[config.mk]
export PLATFORM = sky130hd
export DESIGN_NAME = lt_sequencer
export DESIGN_NICKNAME = d
export VERILOG_FILES = /design/src/rtl/lt_sequencer_pkg.sv /design/src/rtl/lt_sensor_sync.sv /design/src/rtl/lt_sequencer.sv
export SDC_FILE = /design/constraint.sdc
export NUM_CORES = 1
export LEC_CHECK = 0
export CELL_PAD_IN_SITES_DETAIL_PLACEMENT = 1
export CELL_PAD_IN_SITES_GLOBAL_PLACEMENT = 1
export CORE_UTILIZATION = 40
export CTS_CLUSTER_SIZE = 14
export DETAILED_ROUTE_END_ITERATION = 6
export GPL_TIMING_DRIVEN = 0
export PLACE_DENSITY_LB_ADDON = 0.1
export SETUP_SLACK_MARGIN = 0.02
export SYNTH_ARGS = -nofsm -noshare
export SYNTH_HDL_FRONTEND = slang
export SYNTH_SLANG_ARGS = --single-unit
[constraint.sdc]
create_clock -name clk27 -period 6.95 [get_ports clk27]
set_input_delay 1.0425 -clock clk27 [delete_from_list [all_inputs] [get_ports clk27]]
set_output_delay 1.0425 -clock clk27 [all_outputs]
set_load 0.005 [all_outputs]
[src/rtl/lt_sequencer_pkg.sv]
// Shared definitions for the latency-test sequencer: test-box position codes,
// FSM state encoding and result reset values.
package lt_sequencer_pkg;

  // Test box positions understood by the video generator
  localparam logic [1:0] LT_POS_TOPLEFT     = 2'd0;
  localparam logic [1:0] LT_POS_CENTER      = 2'd1;
  localparam logic [1:0] LT_POS_BOTTOMRIGHT = 2'd2;

  // Reset/clear value of the running minimum so the first sample always wins
  localparam logic [15:0] LAT_MIN_INIT = 16'hFFFF;

  typedef enum logic [2:0] {
    ST_IDLE      = 3'd0,
    ST_SYNC_WAIT = 3'd1,
    ST_FLASH     = 3'd2,
    ST_RELEASE   = 3'd3,
    ST_COOLDOWN  = 3'd4
  } lt_state_e;

endpackage

[src/rtl/lt_sensor_sync.sv]
// Photodiode input conditioning: two-flop synchroniser followed by a debounce
// counter. sensor_db only changes after DEBOUNCE consecutive cycles in which the
// synchronised input disagrees with it, so short light glitches are ignored.
module lt_sensor_sync #(
  parameter logic [7:0] DEBOUNCE = 8'd32
) (
  input  logic clk27,
  input  logic reset_n,
  input  logic sensor_in,
  output logic sensor_db
);

  logic       sync1_q, sync1_d;
  logic       sync2_q, sync2_d;
  logic       db_q, db_d;
  logic [7:0] cnt_q, cnt_d;

  // Next-state for synchroniser and debounce counter
  always_comb begin
    sync1_d = sensor_in;
    sync2_d = sync1_q;
    db_d    = db_q;
    cnt_d   = 8'd0;
    if (sync2_q != db_q) begin
      if (cnt_q + 8'd1 >= DEBOUNCE) begin
        db_d  = sync2_q;
        cnt_d = 8'd0;
      end else begin
        cnt_d = cnt_q + 8'd1;
      end
    end
  end

  // State registers, asynchronously cleared to "dark"
  always_ff @(posedge clk27 or negedge reset_n) begin
    if (!reset_n) begin
      sync1_q <= 1'b0;
      sync2_q <= 1'b0;
      db_q    <= 1'b0;
      cnt_q   <= 8'd0;
    end else begin
      sync1_q <= sync1_d;
      sync2_q <= sync2_d;
      db_q    <= db_d;
      cnt_q   <= cnt_d;
    end
  end

  assign sensor_db = db_q;

endmodule

[src/rtl/lt_sequencer.sv]
// Latency-test sequencer: flashes the white test box at a frame boundary, times
// the photodiode response in microseconds and accumulates last/min/max over a run
// of NUM_SAMPLES flash/measure cycles.
module lt_sequencer
  import lt_sequencer_pkg::*;
#(
  parameter int unsigned US_DIV          = 27,
  parameter logic [15:0] TIMEOUT_US      = 16'd50000,
  parameter logic [7:0]  DEBOUNCE        = 8'd32,
  parameter logic [3:0]  COOLDOWN_FRAMES = 4'd3,
  parameter logic [3:0]  NUM_SAMPLES     = 4'd8
) (
  input  logic        clk27,
  input  logic        reset_n,
  input  logic        start,
  input  logic        abort,
  input  logic [1:0]  mode_in,
  input  logic        vsync_in,
  input  logic        sensor_in,
  output logic        lt_active,
  output logic [1:0]  lt_mode,
  output logic        busy,
  output logic        done,
  output logic        timeout_err,
  output logic [3:0]  sample_cnt,
  output logic [15:0] lat_last,
  output logic [15:0] lat_min,
  output logic [15:0] lat_max
);

  localparam logic [7:0] PRESC_LAST = 8'(US_DIV - 1);

  lt_state_e   state_q, state_d;
  logic [7:0]  presc_q, presc_d;
  logic [15:0] us_q, us_d;
  logic [3:0]  frm_q, frm_d;
  logic        vsync_q;
  logic        lt_active_q, lt_active_d;
  logic [1:0]  lt_mode_q, lt_mode_d;
  logic        done_q, done_d;
  logic        terr_q, terr_d;
  logic [3:0]  samp_q, samp_d;
  logic [15:0] lat_last_q, lat_last_d;
  logic [15:0] lat_min_q, lat_min_d;
  logic [15:0] lat_max_q, lat_max_d;
  logic        sensor_db;
  logic        vs_fall;
  logic        timeout_hit;

  // Microsecond counter saturates rather than wrapping
  function automatic logic [15:0] sat_inc16(input logic [15:0] v);
    return (v == 16'hFFFF) ? v : v + 16'd1;
  endfunction

  function automatic logic [15:0] min16(input logic [15:0] a, input logic [15:0] b);
    return (a < b) ? a : b;
  endfunction

  function automatic logic [15:0] max16(input logic [15:0] a, input logic [15:0] b);
    return (a > b) ? a : b;
  endfunction

  lt_sensor_sync #(
    .DEBOUNCE (DEBOUNCE)
  ) u_sensor_sync (
    .clk27     (clk27),
    .reset_n   (reset_n),
    .sensor_in (sensor_in),
    .sensor_db (sensor_db)
  );

  // VSYNC is active low: a high-to-low step marks the start of a frame
  assign vs_fall     = vsync_q & ~vsync_in;
  assign timeout_hit = (us_q == TIMEOUT_US);

  // Sequencer FSM: next state, test-pattern drive and result accumulation
  always_comb begin
    state_d     = state_q;
    lt_active_d = lt_active_q;
    lt_mode_d   = lt_mode_q;
    done_d      = 1'b0;
    terr_d      = terr_q;
    samp_d      = samp_q;
    lat_last_d  = lat_last_q;
    lat_min_d   = lat_min_q;
    lat_max_d   = lat_max_q;
    if (abort) begin
      // Results of the interrupted run are kept for inspection
      state_d     = ST_IDLE;
      lt_active_d = 1'b0;
    end else begin
      unique case (state_q)
        ST_IDLE: begin
          if (start) begin
            state_d    = ST_SYNC_WAIT;
            lt_mode_d  = mode_in;
            terr_d     = 1'b0;
            samp_d     = 4'd0;
            lat_last_d = 16'd0;
            lat_min_d  = LAT_MIN_INIT;
            lat_max_d  = 16'd0;
          end
        end
        ST_SYNC_WAIT: begin
          // A still-lit sensor would give a zero latency, so skip this frame
          if (vs_fall && !sensor_db) begin
            state_d     = ST_FLASH;
            lt_active_d = 1'b1;
          end
        end
        ST_FLASH: begin
          if (sensor_db) begin
            state_d     = ST_RELEASE;
            lt_active_d = 1'b0;
            lat_last_d  = us_q;
            lat_min_d   = min16(lat_min_q, us_q);
            lat_max_d   = max16(lat_max_q, us_q);
            samp_d      = samp_q + 4'd1;
          end else if (timeout_hit) begin
            state_d     = ST_IDLE;
            lt_active_d = 1'b0;
            terr_d      = 1'b1;
            done_d      = 1'b1;
          end
        end
        ST_RELEASE: begin
          if (!sensor_db) begin
            state_d = ST_COOLDOWN;
          end else if (timeout_hit) begin
            state_d     = ST_IDLE;
            lt_active_d = 1'b0;
            terr_d      = 1'b1;
            done_d      = 1'b1;
          end
        end
        ST_COOLDOWN: begin
          if (vs_fall && (frm_q + 4'd1 >= COOLDOWN_FRAMES)) begin
            if (samp_q >= NUM_SAMPLES) begin
              state_d = ST_IDLE;
              done_d  = 1'b1;
            end else begin
              state_d = ST_SYNC_WAIT;
            end
          end
        end
        default: begin
          state_d     = ST_IDLE;
          lt_active_d = 1'b0;
        end
      endcase
    end
  end

  // Phase timer and cooldown frame counter, restarted on every state entry
  always_comb begin
    presc_d = presc_q;
    us_d    = us_q;
    frm_d   = frm_q;
    if (state_d != state_q) begin
      presc_d = 8'd0;
      us_d    = 16'd0;
      frm_d   = 4'd0;
    end else begin
      if (presc_q >= PRESC_LAST) begin
        presc_d = 8'd0;
        us_d    = sat_inc16(us_q);
      end else begin
        presc_d = presc_q + 8'd1;
      end
      if (state_q == ST_COOLDOWN && vs_fall) begin
        frm_d = frm_q + 4'd1;
      end
    end
  end

  // State and result registers; reset pulls lt_active low immediately
  always_ff @(posedge clk27 or negedge reset_n) begin
    if (!reset_n) begin
      state_q     <= ST_IDLE;
      presc_q     <= 8'd0;
      us_q        <= 16'd0;
      frm_q       <= 4'd0;
      vsync_q     <= 1'b1;
      lt_active_q <= 1'b0;
      lt_mode_q   <= 2'd0;
      done_q      <= 1'b0;
      terr_q      <= 1'b0;
      samp_q      <= 4'd0;
      lat_last_q  <= 16'd0;
      lat_min_q   <= LAT_MIN_INIT;
      lat_max_q   <= 16'd0;
    end else begin
      state_q     <= state_d;
      presc_q     <= presc_d;
      us_q        <= us_d;
      frm_q       <= frm_d;
      vsync_q     <= vsync_in;
      lt_active_q <= lt_active_d;
      lt_mode_q   <= lt_mode_d;
      done_q      <= done_d;
      terr_q      <= terr_d;
      samp_q      <= samp_d;
      lat_last_q  <= lat_last_d;
      lat_min_q   <= lat_min_d;
      lat_max_q   <= lat_max_d;
    end
  end

  assign lt_active   = lt_active_q;
  assign lt_mode     = lt_mode_q;
  assign busy        = (state_q != ST_IDLE);
  assign done        = done_q;
  assign timeout_err = terr_q;
  assign sample_cnt  = samp_q;
  assign lat_last    = lat_last_q;
  assign lat_min     = lat_min_q;
  assign lat_max     = lat_max_q;

endmodule

==> summary.md <==
| Metric | Value |
|---|---|
| Status | finished, final reports clean |
| Placeable Area | 12,700 um^2 |
| Fmax | between 300 and 400 MHz |
| CTS tree | built |
| Clock buffer count from CTS | 9 |
| RD Place Congestion | around 0.84 |
| Die Height | around 120 um |
| Top cell type by total area after synthesis | dfrtp_1 |
| Final hold vios | 0 |
| CP Launch Type | flip-flop |
| # Post-CTS Setup Buffers | 0 |
| Crit path time final | ~3.3 ns |
| Ranking of synthesized cells by area | dfrtp_1 (40%), ha_1 (9.6%), dfstp_2 (8.5%) |
| Syn avg cell area | between 10 and 15 um^2 |
| Initial DRC Count | roughly 180 |
| Final period util | between 40% and 50% |
| Via count | between 4,000 and 5,000 |
| Hold Buf Count CTS | 0 |
| Largest net degree at the start of global routing | between 50 and 60 |
| VDD IR max | roughly 0.12 mV |
| GRT Overall Usage | about a quarter |
| Share of cells above drive strength 1 | under 10% |
| Register area share after synthesis | between 40% and 50% |
| Crit Path Max Fanout | 10 |
| Total Nets Final | 635 |
| Vias in the first global route | 4,512 |
| Power Dens Cells | 213 nW/um^2 |
| Die Footprint | 13,600 um^2 |
| Setup violators final | 0 |
| Number of diodes | 0 |
| Area delta synth->final | 23.7% |
| Drc violations | 0 |
| Vias per cell | 5.57 |
| P_leak | 2.72 nW |
| Crit Path Category | flip-flop to flip-flop |
| # fillers | between 1,000 and 1,500 |
| Top_reg_cell synth | dfrtp_1 |
| Mapped Area | 5240 um^2 |
| Clock root buffer | clkbuf_16 |
| Worst Max-Slew Pin Slew | ~0.73 ns |
| Max-cap violations | 0 |
| H-tree Lvls | 3 |
| Ys async rst share | 100% |
| Finished Core Util | between 50% and 60% |
| Global route overflow | 0 |
| Row cnt | 41 |
| WL per Instance | 19.4 um |
| Cells after Synth | just over 500 |
| Reg clk slew, reported paths | 0.07 ns |
| Worst-Skew Late Latency | around 0.35 ns |
| Detail Route Antenna Nets | 0 |
| Ys Warns | 0 |
| Max Slew Vio Count | 0 |
| WHS | approximately 0.37 ns |
| Port buffer count | 64 |
| EDFF count, synth | 0 |
| Synth Register Bits | 100 |
| Initial Util | between 40% and 50% |
| Register-to-register setup slack | between 3 and 4 ns |
| Die width | about 120 um |
| Initial DRT Pass Iterations | 4 |
| First-pass GRT wire length | roughly 24,000 um |
| Yosys top cell area share | a little under 40% |
| Dpl hpwl | about 11,000 um |
| Crit path DAT | 3.56 ns |
| Initial antenna violation count | 0 |
| Clk sink count | 100 |
| CP endpoint kind | flip-flop |
| Synth unique cells | between 50 and 60 |
| Hold Crit Class | flip-flop to flip-flop |
| CTS max path bufs | 2 |
| Worst slew margin | between 50% and 60% |
| Req. time, crit path | around 7.2 ns |
| RSZ-0062 raised after global routing | no |
| Setup TNS | 0 ns |
| Io pins | 66 |
| Final wirelength | between 10,000 and 15,000 um |
| Resized cells post-CTS | 0 |
| Post-Route Skew | approximately 0.0061 ns |
## per-stage QoR
stage	setup slack [ns]	cell area (um^2)	power, mW	instances
after floorplan	4.08	5260	0.730	511
after global placement	0.978	6110	0.800	747
after detailed placement	3.43	6140	0.810	748
after CTS	3.70	6480	1.39	764
after global routing	3.47	6480	1.43	764
final	3.67	6480	1.38	764
## worst paths after layout
check / from / endpoint / cells past startpoint
worst max-delay path: us_q[10] / lat_min[5] / 8
worst min-delay path: u_sensor_sync.sync1_q / u_sensor_sync.sync2_q / 0
worst max register to register: us_q[10] / lat_min[5] / 8
worst min register to register: u_sensor_sync.sync1_q / u_sensor_sync.sync2_q / 0
max in group asynchronous: reset_n / lat_min[3] / 2
min in group asynchronous: reset_n / u_sensor_sync.cnt_q[7] / 1
## cells in the mapped netlist (all sizes together) (3+ instances only)
cell type / instances
dfrtp: 83
nand2: 45
nor2: 41
ha: 40
inv: 28
o21ai: 27
a22o: 17
clkbuf: 17
dfstp: 17
xnor2: 17
a21oi: 16
o221a: 16
o22a: 16
nand4: 15
nor3: 15
nand3: 14
xor2: 9
nand2b: 6
a21o: 5
and3: 4
and4: 4
buf: 4
a211oi: 3
a31oi: 3
and2: 3
mux2i: 3
o21a: 3
or3: 3
## power breakdown
part	internal, mW	total [mW]	switching, mW
combinational	0.0682	0.174	0.106
clock	0.353	0.578	0.225
sequential	0.603	0.625	0.0215
## kinds of logic (layout without fill, tap and decap cells)
| logic type | count (synthesis) | in the layout | synth area share [%] |
|---|---|---|---|
| AND/OR/NAND/NOR | 163 | 163 | 15.4 |
| AO/OA/AOI/OAI | 123 | 123 | 17.9 |
| flip-flops | 100 | 100 | 48.2 |
| buffers and inverters | 49 | 130 | 3.73 |
| adder cells (fa/ha/maj) | 40 | 40 | 9.56 |
| XOR/XNOR | 26 | 26 | 4.35 |
| multiplexers | 4 | 4 | 0.789 |
| other | 1 | 6 | 0.0716 |
## worst max-delay path, stage by stage, from the launching register on
cell and delay, ns:
dfrtp_1 0.33, clkbuf_1 0.43, inv_1 0.20, ha_1 0.34, and4_1 0.24, a221oi_1 0.53
nand3_1 0.46, clkbuf_1 0.36, o221a_1 0.32
## per-layer routing
metal	global-route usage (%)	vias up	share of wire (%)
li1	-	1997	-
met3	3.37	18	2.8
met4	9.06	0	1.9
met2	40.9	67	51
met5	0	-	0
met1	29.9	2172	44
## sequential cells by signal, summed over array words and instances (netlist names)
name,count
lat_last,16
lat_max,16
lat_min,16
us_q,16
presc_q,8
u_sensor_sync.cnt_q,8
frm_q,4
sample_cnt,4
state_q,3
lt_mode,2
done,1
lt_active,1
timeout_err,1
u_sensor_sync.sensor_db,1
u_sensor_sync.sync1_q,1
u_sensor_sync.sync2_q,1
vsync_q,1
## cells in the final DEF (no fill, tap or decap), types with 3 or more instances in the layout
master / netlist / final
and2_1: 3 / 3
nand2b_1: 6 / 6
a31oi_1: 3 / 3
a21o_1: 5 / 5
a22o_1: 17 / 17
clkbuf_16: 0 / 9
xnor2_1: 17 / 17
conb_1: 1 / 6
o221a_1: 10 / 10
nand2_1: 45 / 45
clkdlybuf4s50_1: 0 / 63
and4_1: 4 / 4
bufinv_16: 0 / 3
nand3_1: 14 / 14
o21ai_0: 25 / 25
a211oi_1: 3 / 3
a21oi_1: 16 / 16
o21a_1: 3 / 3
nor2_1: 41 / 41
clkbuf_1: 17 / 18
nand4_1: 15 / 15
ha_1: 40 / 40
inv_1: 28 / 28
o221a_2: 6 / 6
buf_2: 3 / 3
dfrtp_1: 83 / 83
dfstp_2: 17 / 17
or3_1: 3 / 3
nor3_1: 15 / 15
o22a_1: 16 / 16
mux2i_1: 3 / 3
and3_1: 4 / 4
xor2_1: 9 / 9
## cell type report
cell class / count / area, um^2 / area share, %
Buffer: 21 / 90.1 / 1.39
Timing Repair Buffer: 65 / 666 / 10.3
Multi-Input combinational cell: 362 / 2540 / 39.2
Inverter: 28 / 105 / 1.62
Clock inverter: 6 / 111 / 1.72
Clock buffer: 10 / 229 / 3.54
Sequential cell: 100 / 2520 / 39.0
Tap cell: 172 / 215 / 3.32
Note: power is estimated with default switching activity, not from simulation.
